$ cat config.mk
export PLATFORM = sky130hd
export DESIGN_NAME = pipeline_run_monitor
export DESIGN_NICKNAME = d
export VERILOG_FILES = /design/src/rtl/pipeline_run_monitor.sv
export SDC_FILE = /design/constraint.sdc
export NUM_CORES = 1
export LEC_CHECK = 0
export CAP_MARGIN = 20
export CORE_MARGIN = 8
export CORE_UTILIZATION = 34
export DETAILED_ROUTE_END_ITERATION = 10
export PLACE_DENSITY = 0.6
export REMOVE_ABC_BUFFERS = 1
export SLEW_MARGIN = 5
export SYNTH_ARGS = -nofsm -noshare
export SYNTH_HDL_FRONTEND = slang
export SYNTH_SLANG_ARGS = --single-unit
$ cat constraint.sdc
create_clock -name clk -period 3.06 [get_ports clk]
set_input_delay 0.612 -clock clk [delete_from_list [all_inputs] [get_ports clk]]
set_output_delay 0.612 -clock clk [all_outputs]
set_load 0.02 [all_outputs]
$ cat src/rtl/pipeline_run_monitor.sv
// Run monitor for a simulated pipeline: counts cycles and stores, keeps a store trace,
// and latches the termination cause. Define MONITOR_IDLE_DETECT_EN to include the stall detector.
module pipeline_run_monitor #(
    parameter int unsigned XLEN        = 32,
    parameter int unsigned TRACE_DEPTH = 8,
    parameter int unsigned CYCLE_LIMIT = 500,
    parameter int unsigned DONE_ADDR   = 100,
    parameter int unsigned PASS_VALUE  = 25,
    parameter int unsigned IDLE_LIMIT  = 64
) (
    input  logic                           clk,
    input  logic                           reset,
    input  logic                           MemWrite,
    input  logic [XLEN-1:0]                DataAdr,
    input  logic [XLEN-1:0]                WriteData,
    input  logic [$clog2(TRACE_DEPTH)-1:0] trace_idx,
    output logic [XLEN-1:0]                trace_addr,
    output logic [XLEN-1:0]                trace_data,
    output logic [$clog2(TRACE_DEPTH):0]   trace_count,
    output logic [31:0]                    cycle_count,
    output logic [31:0]                    write_count,
    output logic                           done,
    output logic                           pass,
    output logic                           timeout,
    output logic                           idle
);

    localparam int unsigned PTR_W = $clog2(TRACE_DEPTH);
    localparam int unsigned CNT_W = PTR_W + 1;

    typedef enum logic [2:0] {
        RUN,
        END_PASS,
        END_FAIL,
        END_TIMEOUT,
        END_IDLE
    } state_t;

    state_t            state;
    logic [PTR_W-1:0]  wr_ptr;
    logic [XLEN-1:0]   mem_addr [TRACE_DEPTH];
    logic [XLEN-1:0]   mem_data [TRACE_DEPTH];

    logic [31:0]       cycle_inc;
    logic              done_hit;
    logic              pass_hit;
    logic              time_hit;
    logic [PTR_W-1:0]  rd_ptr;
    logic              rd_valid;

    assign cycle_inc = (cycle_count == 32'hFFFF_FFFF) ? cycle_count : cycle_count + 32'd1;
    assign done_hit  = MemWrite && (DataAdr == XLEN'(DONE_ADDR));
    assign pass_hit  = (WriteData == XLEN'(PASS_VALUE));
    assign time_hit  = (cycle_inc == 32'(CYCLE_LIMIT));

`ifdef MONITOR_IDLE_DETECT_EN
    logic [31:0] idle_cnt;
    logic [31:0] idle_inc;
    logic        idle_hit;

    assign idle_inc = MemWrite ? 32'd0 : idle_cnt + 32'd1;
    assign idle_hit = (idle_inc == 32'(IDLE_LIMIT));
`else
    assign idle = 1'b0;
`endif

    // Newest entry sits just behind the write pointer; unused slots read as zero.
    assign rd_ptr     = wr_ptr - PTR_W'(1) - trace_idx;
    assign rd_valid   = (CNT_W'(trace_idx) < trace_count);
    assign trace_addr = rd_valid ? mem_addr[rd_ptr] : '0;
    assign trace_data = rd_valid ? mem_data[rd_ptr] : '0;

    // Run FSM, counters, trace buffer and registered status flags.
    always_ff @(posedge clk) begin
        if (reset) begin
            state       <= RUN;
            cycle_count <= '0;
            write_count <= '0;
            wr_ptr      <= '0;
            trace_count <= '0;
            done        <= 1'b0;
            pass        <= 1'b0;
            timeout     <= 1'b0;
            for (int i = 0; i < TRACE_DEPTH; i++) begin
                mem_addr[i] <= '0;
                mem_data[i] <= '0;
            end
`ifdef MONITOR_IDLE_DETECT_EN
            idle        <= 1'b0;
            idle_cnt    <= '0;
`endif
        end else if (state == RUN) begin
            cycle_count <= cycle_inc;
`ifdef MONITOR_IDLE_DETECT_EN
            idle_cnt    <= idle_inc;
`endif
            if (MemWrite) begin
                write_count      <= write_count + 32'd1;
                mem_addr[wr_ptr] <= DataAdr;
                mem_data[wr_ptr] <= WriteData;
                wr_ptr           <= wr_ptr + PTR_W'(1);
                if (trace_count != CNT_W'(TRACE_DEPTH))
                    trace_count <= trace_count + CNT_W'(1);
            end
            if (done_hit) begin
                state <= pass_hit ? END_PASS : END_FAIL;
                done  <= 1'b1;
                pass  <= pass_hit;
            end else if (time_hit) begin
                state   <= END_TIMEOUT;
                done    <= 1'b1;
                timeout <= 1'b1;
            end
`ifdef MONITOR_IDLE_DETECT_EN
            else if (idle_hit) begin
                state <= END_IDLE;
                done  <= 1'b1;
                idle  <= 1'b1;
            end
`endif
        end
    end

endmodule

* Yosys cells after proc, flatten, opt, wreduce, memory -nomap -nowiden
Memory sizes are Yosys's and may differ from the RTL's.
Index checks and enable logic that the tools add are counted.
** Word-level totals
- Flip-flop bits (word level) :: 77
- Latch bits :: 0
- RAM bits :: 512
- Memory bits (read-only) :: 0
- Input port bits :: 70
- Output and inout port bits :: 136
- Word-level logic and storage cells :: 53
- Memories :: 2
** Memory list
- mem_addr :: depth 8, bits a word 32, read ports 1, clocked after Yosys merged registers in 0, wr ports 8, line 41 : logic [XLEN-1:0] mem_addr [TRACE_DEPTH];
- mem_data :: depth 8, bits a word 32, read ports 1, clocked after Yosys merged registers in 0, wr ports 8, line 42 : logic [XLEN-1:0] mem_data [TRACE_DEPTH];
** Cells by class
- $add $sub $neg :: 6
- Multiply operators :: 0
- Divide/modulo/power cells :: 0
- Order comparisons :: 1
- Equality and inequality tests :: 5
- Shift-type cells :: 0
- Muxes and demuxes :: 20
- Bitwise gates (word level) :: 1
- Reductions and logical operators :: 10
** Operators with widths (number)
- 32-bit two-way mux :: 5
- 32-bit by 1-bit adder with 32-bit output, second input constant :: 2
- 32-bit OR reduction :: 2
- 32-bit equality test, second input constant :: 1
- 32-bit by 5-bit equality test with 1-bit output, second input constant :: 1
- 32-bit by 7-bit equality test with 1-bit output, second input constant :: 1
- 32-bit by 9-bit equality test with 1-bit output, second input constant :: 1
- 3-bit two-way mux :: 4
- 1-bit two-way mux :: 10
- 2-bit AND reduction :: 3
- 3-bit AND reduction :: 2
- 4-bit by 1-bit adder with 4-bit output, second input constant :: 1
- 3-bit by 4-bit less-than comparator with 1-bit output :: 1
- 4-bit != test, second input constant :: 1
- 3-bit by 1-bit adder with 3-bit output, second input constant :: 1
- 3-bit logical NOT :: 1
- 3-bit by 1-bit subtractor with 3-bit output, second input constant :: 1
- 3-bit subtractor :: 1
- 2-bit two-way mux :: 1
- 2-bit nonzero test :: 1
- 1-bit logical AND :: 1
- 1-bit inverter :: 1

* Depth between registers and ports, before layout
Gate-level depths: netlist (run 1).
- Depth after elaboration :: 6
- Depth in mapped cells :: 10
- Mapped depth without buffers :: 8

* Worst setup path after synthesis (run 1)
OpenSTA, ideal clock, no wires.
- Kind :: input to output
- Start :: input trace_idx[0]
- End :: output trace_data[30]
- Arrival time :: 2.649 ns
- Data required time :: 2.448 ns
- Slack :: -0.201 ns
- Cell stages on the path :: 9
- Path buffers :: 2
- Cell sequence :: inv_1 ha_1 inv_1 fa_1 clkbuf_1 clkbuf_1 mux4_2 nand2_1 a21oi_1
** On the way
- Cells in the longest elaborated chain, start to end :: 3
- Elaborated cells on any way between the ends :: 4
- Those cells by class :: 1 x add/sub; 1 x order compare; 1 x mux; 1 x memory
** RTL lines
- start, declared :: line 16 : input logic [$clog2(TRACE_DEPTH)-1:0] trace_idx,
- 3-bit subtractor :: line 68 : assign rd_ptr = wr_ptr - PTR_W'(1) - trace_idx;
- memory read 8 x 32 bit
- 32-bit two-way mux (*) :: line 71 : assign trace_data = rd_valid ? mem_data[rd_ptr] : '0;
- end, declared :: line 18 : output logic [XLEN-1:0] trace_data,
Every way passes the cells marked *; elsewhere a longest branch is shown, timed or not.

* Worst setup path after layout (run 1)
- Start :: register wr_ptr[0]
- End :: output trace_data[15]
** On the way
- Cells in the longest elaborated chain, start to end :: 4
** RTL lines
- start, declared :: line 40 : logic [PTR_W-1:0] wr_ptr;
- start signal, assigned :: line 101 : wr_ptr <= wr_ptr + PTR_W'(1);
- 3-bit by 1-bit subtractor with 3-bit output :: line 68
- 3-bit subtractor :: line 68
- memory read 8 x 32 bit
- 32-bit two-way mux :: line 71
No other way between the ends.

==> flow_summary_export.csv, run 1 <==
group,metric,value,unit
place,dpl_worst_slack,-1.33,ns
synthesis,ys_async_sr_fraction,0,%
timing,maxSlewViolCount,0,
flow_run,maxCapViolations,0,
setup_path,end_kind,"primary output",
power_and_ir_drop,p_leak,12.8,nW
setup_path,cp_top_family,"adder cells",
timing,max_clock_freq,0.273,GHz
power_and_ir_drop,irDropWorstVdd,0.341,mV
cts,clk_pin_slew_worst_paths,0.06,ns
setup_path,cpMostUsedCell,"buf_12",
setup_path,cp_num_buf_inv,6,
hold_path,min_to,"cycle_count[0]",
floorplanning,die_x,298,um
setup_path,r2r_end,"state[0]",
status,violations,"setup timing",
synthesis,ys_types,61,
final_layout,nets,2411,
timing,worstMarginPinSlew,0.857,ns
status,status,"complete, but fails checks",
power_and_ir_drop,p_comb_share,16.9,%
timing,final.setup.tns,-32.60,ns
floorplanning,core,78900,sq um
hold_path,worstHoldPathType,"in -> reg",
place,port-buffer-count,204,
grt,track_usage,17.4,%
place,placed_area,31800,sq um
cts,cts_buffers,70,
floorplanning,design.portCount,206,
timing,layout_setup_ws,-0.605,ns
floorplanning,initial_core_util,34.3,%
final_layout,fin_area,35400,sq um
timing,rsz0062_at_grt,"yes",
cts,cts_tree,"done",
final_layout,area.growth.synth_to_final,30.8,%
power_and_ir_drop,seq_power_share,44.2,%
hold_path,hold_path_depth,2,
grt,overflow,0,
power_and_ir_drop,p_switching,5.17,mW
hold_path,worstHoldStart,"reset",
setup_path,rr_worst_depth,8,
setup_path,cpPeakStageDelay,0.78,ns
detailed_routing,wirelength,78600,um
timing,slew_headroom,42.1,%
synthesis,synth-main-ff-cell,"edfxtp_1",
timing,hold_viol_final,0,
place,dp_cells,3273,
timing,finalCritPeriodShare,120,%
floorplanning,rows,103,
detailed_routing,routed_via_density,5.05,
synthesis,avgSynthCellArea,13.5,sq um
setup_path,critical_path_class,"reg -> out",
setup_path,reg2reg_slack,0.21,ns
setup_path,path_max_fanout,8,
synthesis,synth_edf_count,512,
final_layout,post-route-util,44.8,%
setup_path,reg2reg_from,"cycle_count[0]",
power_and_ir_drop,powerDensity,585,nW/um^2
timing,setup_viol,64,
setup_path,critical-path-slowest-cell,"fa_4",
synthesis,syn-cell-area,27000,sq um
final_layout,fin_cells,3442,
cts,clk_path_buf_depth,3,
synthesis,synth_area_leaders,"edfxtp_1, and2_1, mux4_2",
grt,grt_start_max_net_pins,65,
detailed_routing,firstDrtPassIters,7,
place,place_congestion,0.818,
detailed_routing,num_vias,17400,
setup_path,worst-path-stages,11,
power_and_ir_drop,clkPwrFrac,38.9,%
synthesis,synth_cells,2004,
detailed_routing,drc_errors,0,
setup_path,arrival,3.05,ns
power_and_ir_drop,power.share.switching,25.0,%
detailed_routing,drt_iter0_drc,1383,
cts,cts_max_level,3,
timing,finClkSkew,0.0210,ns
setup_path,start_kind,"flip-flop",
grt,grt_pass1_wl,118000,um
synthesis,synth_warnings,0,
cts,clkLatencyLatePin,0.62,ns
detailed_routing,drt.antenna.violating_nets,0,
synthesis,yosysMostFrequentCell,"and2_1",
synthesis,ys_top_cells_by_count,"and2_1, edfxtp_1, nand2_1, mux4_2, clkbuf_1",
synthesis,yosysTopAreaCell,"edfxtp_1",
setup_path,crit_path_cell_trace,"ha_4 -> inv_2 -> fa_4 -> buf_12 -> buf_16 -> buf_12 -> buf_12 -> mux4_2 -> nand2_2 -> a21oi_2 -> buf_6",
cts,clock-sinks,588,
synthesis,yosys_register_bits,588,
place,dp_hpwl,46400,um
grt,antenna_found_initial,10,
synthesis,yosys.area.top_type_share,56.9,%
setup_path,cp.required,2.45,ns
cts,clockRootBuffer,"clkbuf_16",
power_and_ir_drop,intPower,15.5,mW
detailed_routing,wl_per_cell,22.8,um
grt,grt_pass1_vias,18400,
floorplanning,die_area,88800,sq um
final_layout,drive_above_1_share,27.1,%
synthesis,synth-seq-area-share,62.5,%
floorplanning,dieHeight,298,um
timing,period_needed,3.67,ns
[worst max path at each step]
stage | from | to | slack, ns
2_1_floorplan | trace_idx[0] | trace_addr[0] | -4.15
3_3_place_gp | trace_idx[0] | trace_addr[3] | -1.34
3_5_place_dp | trace_idx[0] | trace_addr[3] | -1.33
4_1_cts | wr_ptr[0] | trace_data[27] | -0.72
5_1_grt | wr_ptr[0] | trace_data[26] | -0.71
6_report | wr_ptr[0] | trace_data[15] | -0.61
[registers in the layout (all words and copies together) (netlist names)]
name	flops
pass	1
trace_count	4
mem_data	256
write_count	32
mem_addr	256
done	1
state	2
timeout	1
cycle_count	32
wr_ptr	3
[logic make-up after synthesis]
kind of cell,after synthesis,synth area share [%]
buf+inv,146,2.10
fa+ha+maj,9,0.444
mux,132,10.8
xor+xnor,71,2.30
compound gates,121,2.46
simple gates,936,19.3
other cells,1,0.0139
flops,588,62.5
[stage by stage]
stage	hold slack [ns]	power (mW)
6_report	0.465	20.7
5_1_grt	0.456	21.4
4_1_cts	0.422	20.8
3_5_place_dp	0.486	12.2
3_3_place_gp	0.473	12.1
2_1_floorplan	0.482	10.9
[final cells by class]
type	instances	area, sq um
Tap cell	1050	1310
Inverter	15	56.3
Sequential cell	588	16900
Clock buffer	89	1880
Multi-Input combinational cell	1270	10200
Timing Repair Buffer	387	4650
Fill cell	7000	43500
Clock inverter	35	329
Antenna cell	8	20.0
[worst register-to-register path, cell delays in order (launching register included)]
cell and delay (ns):
dfxtp_1 0.45, ha_1 0.30, nand4_2 0.19, nor4_4 0.42
o211ai_1 0.18, mux2i_1 0.29, o221ai_1 0.21, or4_4 0.56
o22ai_1 0.15
[timing repair]
item                                    CTS  global route
gates resized for setup                 420           109
hold buffers                              0             0
buffers inserted                         23            18
gates cloned                             11             0
pin swaps                                83            57
endpoints found under the setup margin   64            66
[power by group through the flow]
| stage | sequential (mW) | combinational (mW) | clock, mW |
|---|---|---|---|
| 2_1_floorplan | 9.28 | 1.57 | 0 |
| 3_3_place_gp | 9.28 | 2.84 | 0 |
| 3_5_place_dp | 9.30 | 2.86 | 0 |
| 4_1_cts | 9.14 | 3.39 | 8.23 |
| 5_1_grt | 9.16 | 3.70 | 8.52 |
| 6_report | 9.13 | 3.50 | 8.05 |
[cells in the final DEF, fill, tap and decap left out, types with 6 or more instances in the layout]
cell / instances
nor2_1: 92
buf_12: 73
nand2_2: 84
clkbuf_16: 72
xor2_1: 34
dfxtp_1: 75
clkdlybuf4s50_1: 137
a21oi_4: 12
clkinv_2: 6
nand2_1: 90
and3_1: 8
ha_1: 7
buf_16: 10
edfxtp_1: 512
mux4_2: 128
or3_1: 12
nand4_1: 20
nor3_1: 17
clkbuf_1: 16
or2_4: 8
and2_1: 513
buf_6: 60
o21ai_0: 17
nand3_1: 31
clkinv_1: 16
inv_1: 13
diode_2: 8
xnor2_1: 34
a21oi_1: 31
a21oi_2: 40
buf_4: 94
buf_8: 8
nor4_1: 20
[layer usage]
| layer | up-vias | share of wire, % | GRT usage, % |
|---|---|---|---|
| met1 | 8819 | 43 | 22.5 |
| met3 | 118 | 7.0 | 4.70 |
| met2 | 523 | 48 | 28.9 |
| met4 | 8 | 2.0 | 4.24 |
| met5 | - | 0.069 | 0 |
| li1 | 7907 | - | - |
Note: power is estimated with default switching activity, not from simulation.
==> run 2, diff against run 1 <==
--- a/config.mk
+++ b/config.mk
@@ -9,6 +9,7 @@
 export CORE_MARGIN = 8
 export CORE_UTILIZATION = 34
 export DETAILED_ROUTE_END_ITERATION = 10
+export HOLD_SLACK_MARGIN = 0.05
 export PLACE_DENSITY = 0.6
 export REMOVE_ABC_BUFFERS = 1
 export SLEW_MARGIN = 5
==> results of run 2 <==
No change in the layout: final DEF, timing and power equal those of run 1.
==> patch, RTL diff (settings of run 2) <==
Put a register stage on the outputs `trace_addr` and `trace_data`, without a reset. The values now appear one clock later. The other outputs are not delayed to match.
--- a/src/rtl/pipeline_run_monitor.sv
+++ b/src/rtl/pipeline_run_monitor.sv
@@ -67,8 +67,10 @@
     // Newest entry sits just behind the write pointer; unused slots read as zero.
     assign rd_ptr     = wr_ptr - PTR_W'(1) - trace_idx;
     assign rd_valid   = (CNT_W'(trace_idx) < trace_count);
-    assign trace_addr = rd_valid ? mem_addr[rd_ptr] : '0;
-    assign trace_data = rd_valid ? mem_data[rd_ptr] : '0;
+    always_ff @(posedge clk) begin
+        trace_addr <= rd_valid ? mem_addr[rd_ptr] : '0;
+        trace_data <= rd_valid ? mem_data[rd_ptr] : '0;
+    end
 
     // Run FSM, counters, trace buffer and registered status flags.
     always_ff @(posedge clk) begin
Behaviour: not the same (a bounded check fails within 4 cycles, from zero or initial values and one cycle with reset high).
==> patch against run 2 <==
Critical path type is now reg2reg; synthesized cell count is 2.5% higher; non-clock buffer count is 48 lower; highest routed layer unchanged; largest cell class unchanged; setup slack better by 740 ps; design area is 0.23% higher; power is 4.2% higher; wire length is 2.1% higher; first-iteration DRC count is 10% lower; sequential cell count is 64 higher; area after synthesis is 4.7% higher.
==> patch: results (changes against run 2) <==
Status: finished clean (was finished with violations)
Commonest cells in the netlist: and2_1 (517), edfxtp_1 (512), nand2_1 (178) (was and2_1 (513), edfxtp_1 (512), nand2_1 (176))
CP top delay family: compound AO/OA/AOI/OAI gates (was adder cells)
Wire length on met1: 33.2 mm (was 33.5 mm)
Vias/cell: 5.06 (was 5.05)
Synth Area per Inst: 13.8 um2 (was 13.5 um2)
Worst slack at placement: -203 ps (was -1330 ps)
Post-synthesis sequential area ratio: 0.642 (was 0.625)
Final net count: 2422 (was 2411)
Hold slack: 510 ps (was 465 ps)
Post-synthesis compound-gate area fraction: 0.0240 (was 0.0246)
Clock Skew: 22.6 ps (was 21.0 ps)
Max FO, Critical Path: 5 (was 8)
Adder-Cell Fraction of Synth Area: 0.00424 (was 0.00444)
Max incr delay on CP: 440 ps (was 780 ps)
Top cells by area, synth: edfxtp_1 (54%), and2_1 (11%), mux4_2 (10%), dfxtp_1 (9.9%), nand2_1 (2.4%) (was edfxtp_1 (57%), and2_1 (12%), mux4_2 (11%), dfxtp_1 (5.6%), nand2_1 (2.4%))
Num CTS Buffers: 74 (was 70)
Worst setup endpoint: state[1]$_SDFFE_PP0P_ (was trace_data[15])
Max IR drop VDD: 347 uV (was 341 uV)
Rel. slew slack: 0.490 (was 0.421)
Overall via count from detail_route: 17700 (was 17400)
Slowest-stage cell, CP: or3_4 (was fa_4)
RR Startpoint: cycle_count[1]$_SDFFE_PP0N_ (was cycle_count[0]$_SDFFE_PP0N_)
WHS Path Cells: 3 (was 2)
Synth Area in XOR/XNOR: 0.0210 (was 0.0230)
Total track usage: 0.170 (was 0.174)
Vias in the first global route: 18900 (was 18400)
Post-cts gate resize count: 0 (was 420)
Crit Path Category: reg2reg (was reg2out)
Area Overhead vs Synth: 25.2% (was 30.8%)
Switch share: 0.240 (was 0.250)
Fill count: 7460 (was 7000)
Cell Area, Placed: 33000 um2 (was 31800 um2)
Final setup margin: 131 ps (was -605 ps)
Final WL: 80.3 mm (was 78.6 mm)
First-pass GRT wire length: 121 mm (was 118 mm)
Initial DRC count: 1238 (was 1383)
Met3 wire len: 6.57 mm (was 5.53 mm)
DRT Pass-1 Iters: 5 (was 7)
Lkg Pwr: 0.0127 uW (was 0.0128 uW)
Mux share of post-synthesis cell area: 0.103 (was 0.108)
Share of cells above drive strength 1: 0.171 (was 0.271)
Placed Instances: 3347 (was 3273)
Post-synth cell types: 63 (was 61)
Critical path arrival: 3480 ps (was 3050 ps)
Clock insertion delay at the later pin of the skew report: 620 ps (about the same)
patch: final cells by class:
type,count,area share
well taps,1080,0.0381
repair buffers,339,0.106
inverters,12,0.00127
flip-flops and latches,652,0.513
multi-input cells,1264,0.274
clock inverters,31,0.00844
clock buffers,106,0.0585
diodes,6,0.000424
patch: metal layers:
layer | vias up | GRT usage
li1 | 8020 | -
met1 | 8999 | 0.215
met2 | 552 | 0.285
met3 | 98 | 0.0506
met4 | 6 | 0.0434
met5 | - | 0
patch: power groups by stage:
stage,clock [uW],sequential (uW),combinational (uW)
6_report,8720,10100,2710
2_1_floorplan,0,10400,1440
5_1_grt,9260,10200,2900
3_5_place_dp,0,10300,2750
3_3_place_gp,0,10300,2730
4_1_cts,8900,10100,2760
patch: tightest hold or removal path, cell delays in order:
cell    delay (ps)
buf_2          150
buf_4          210
nor2_1         110
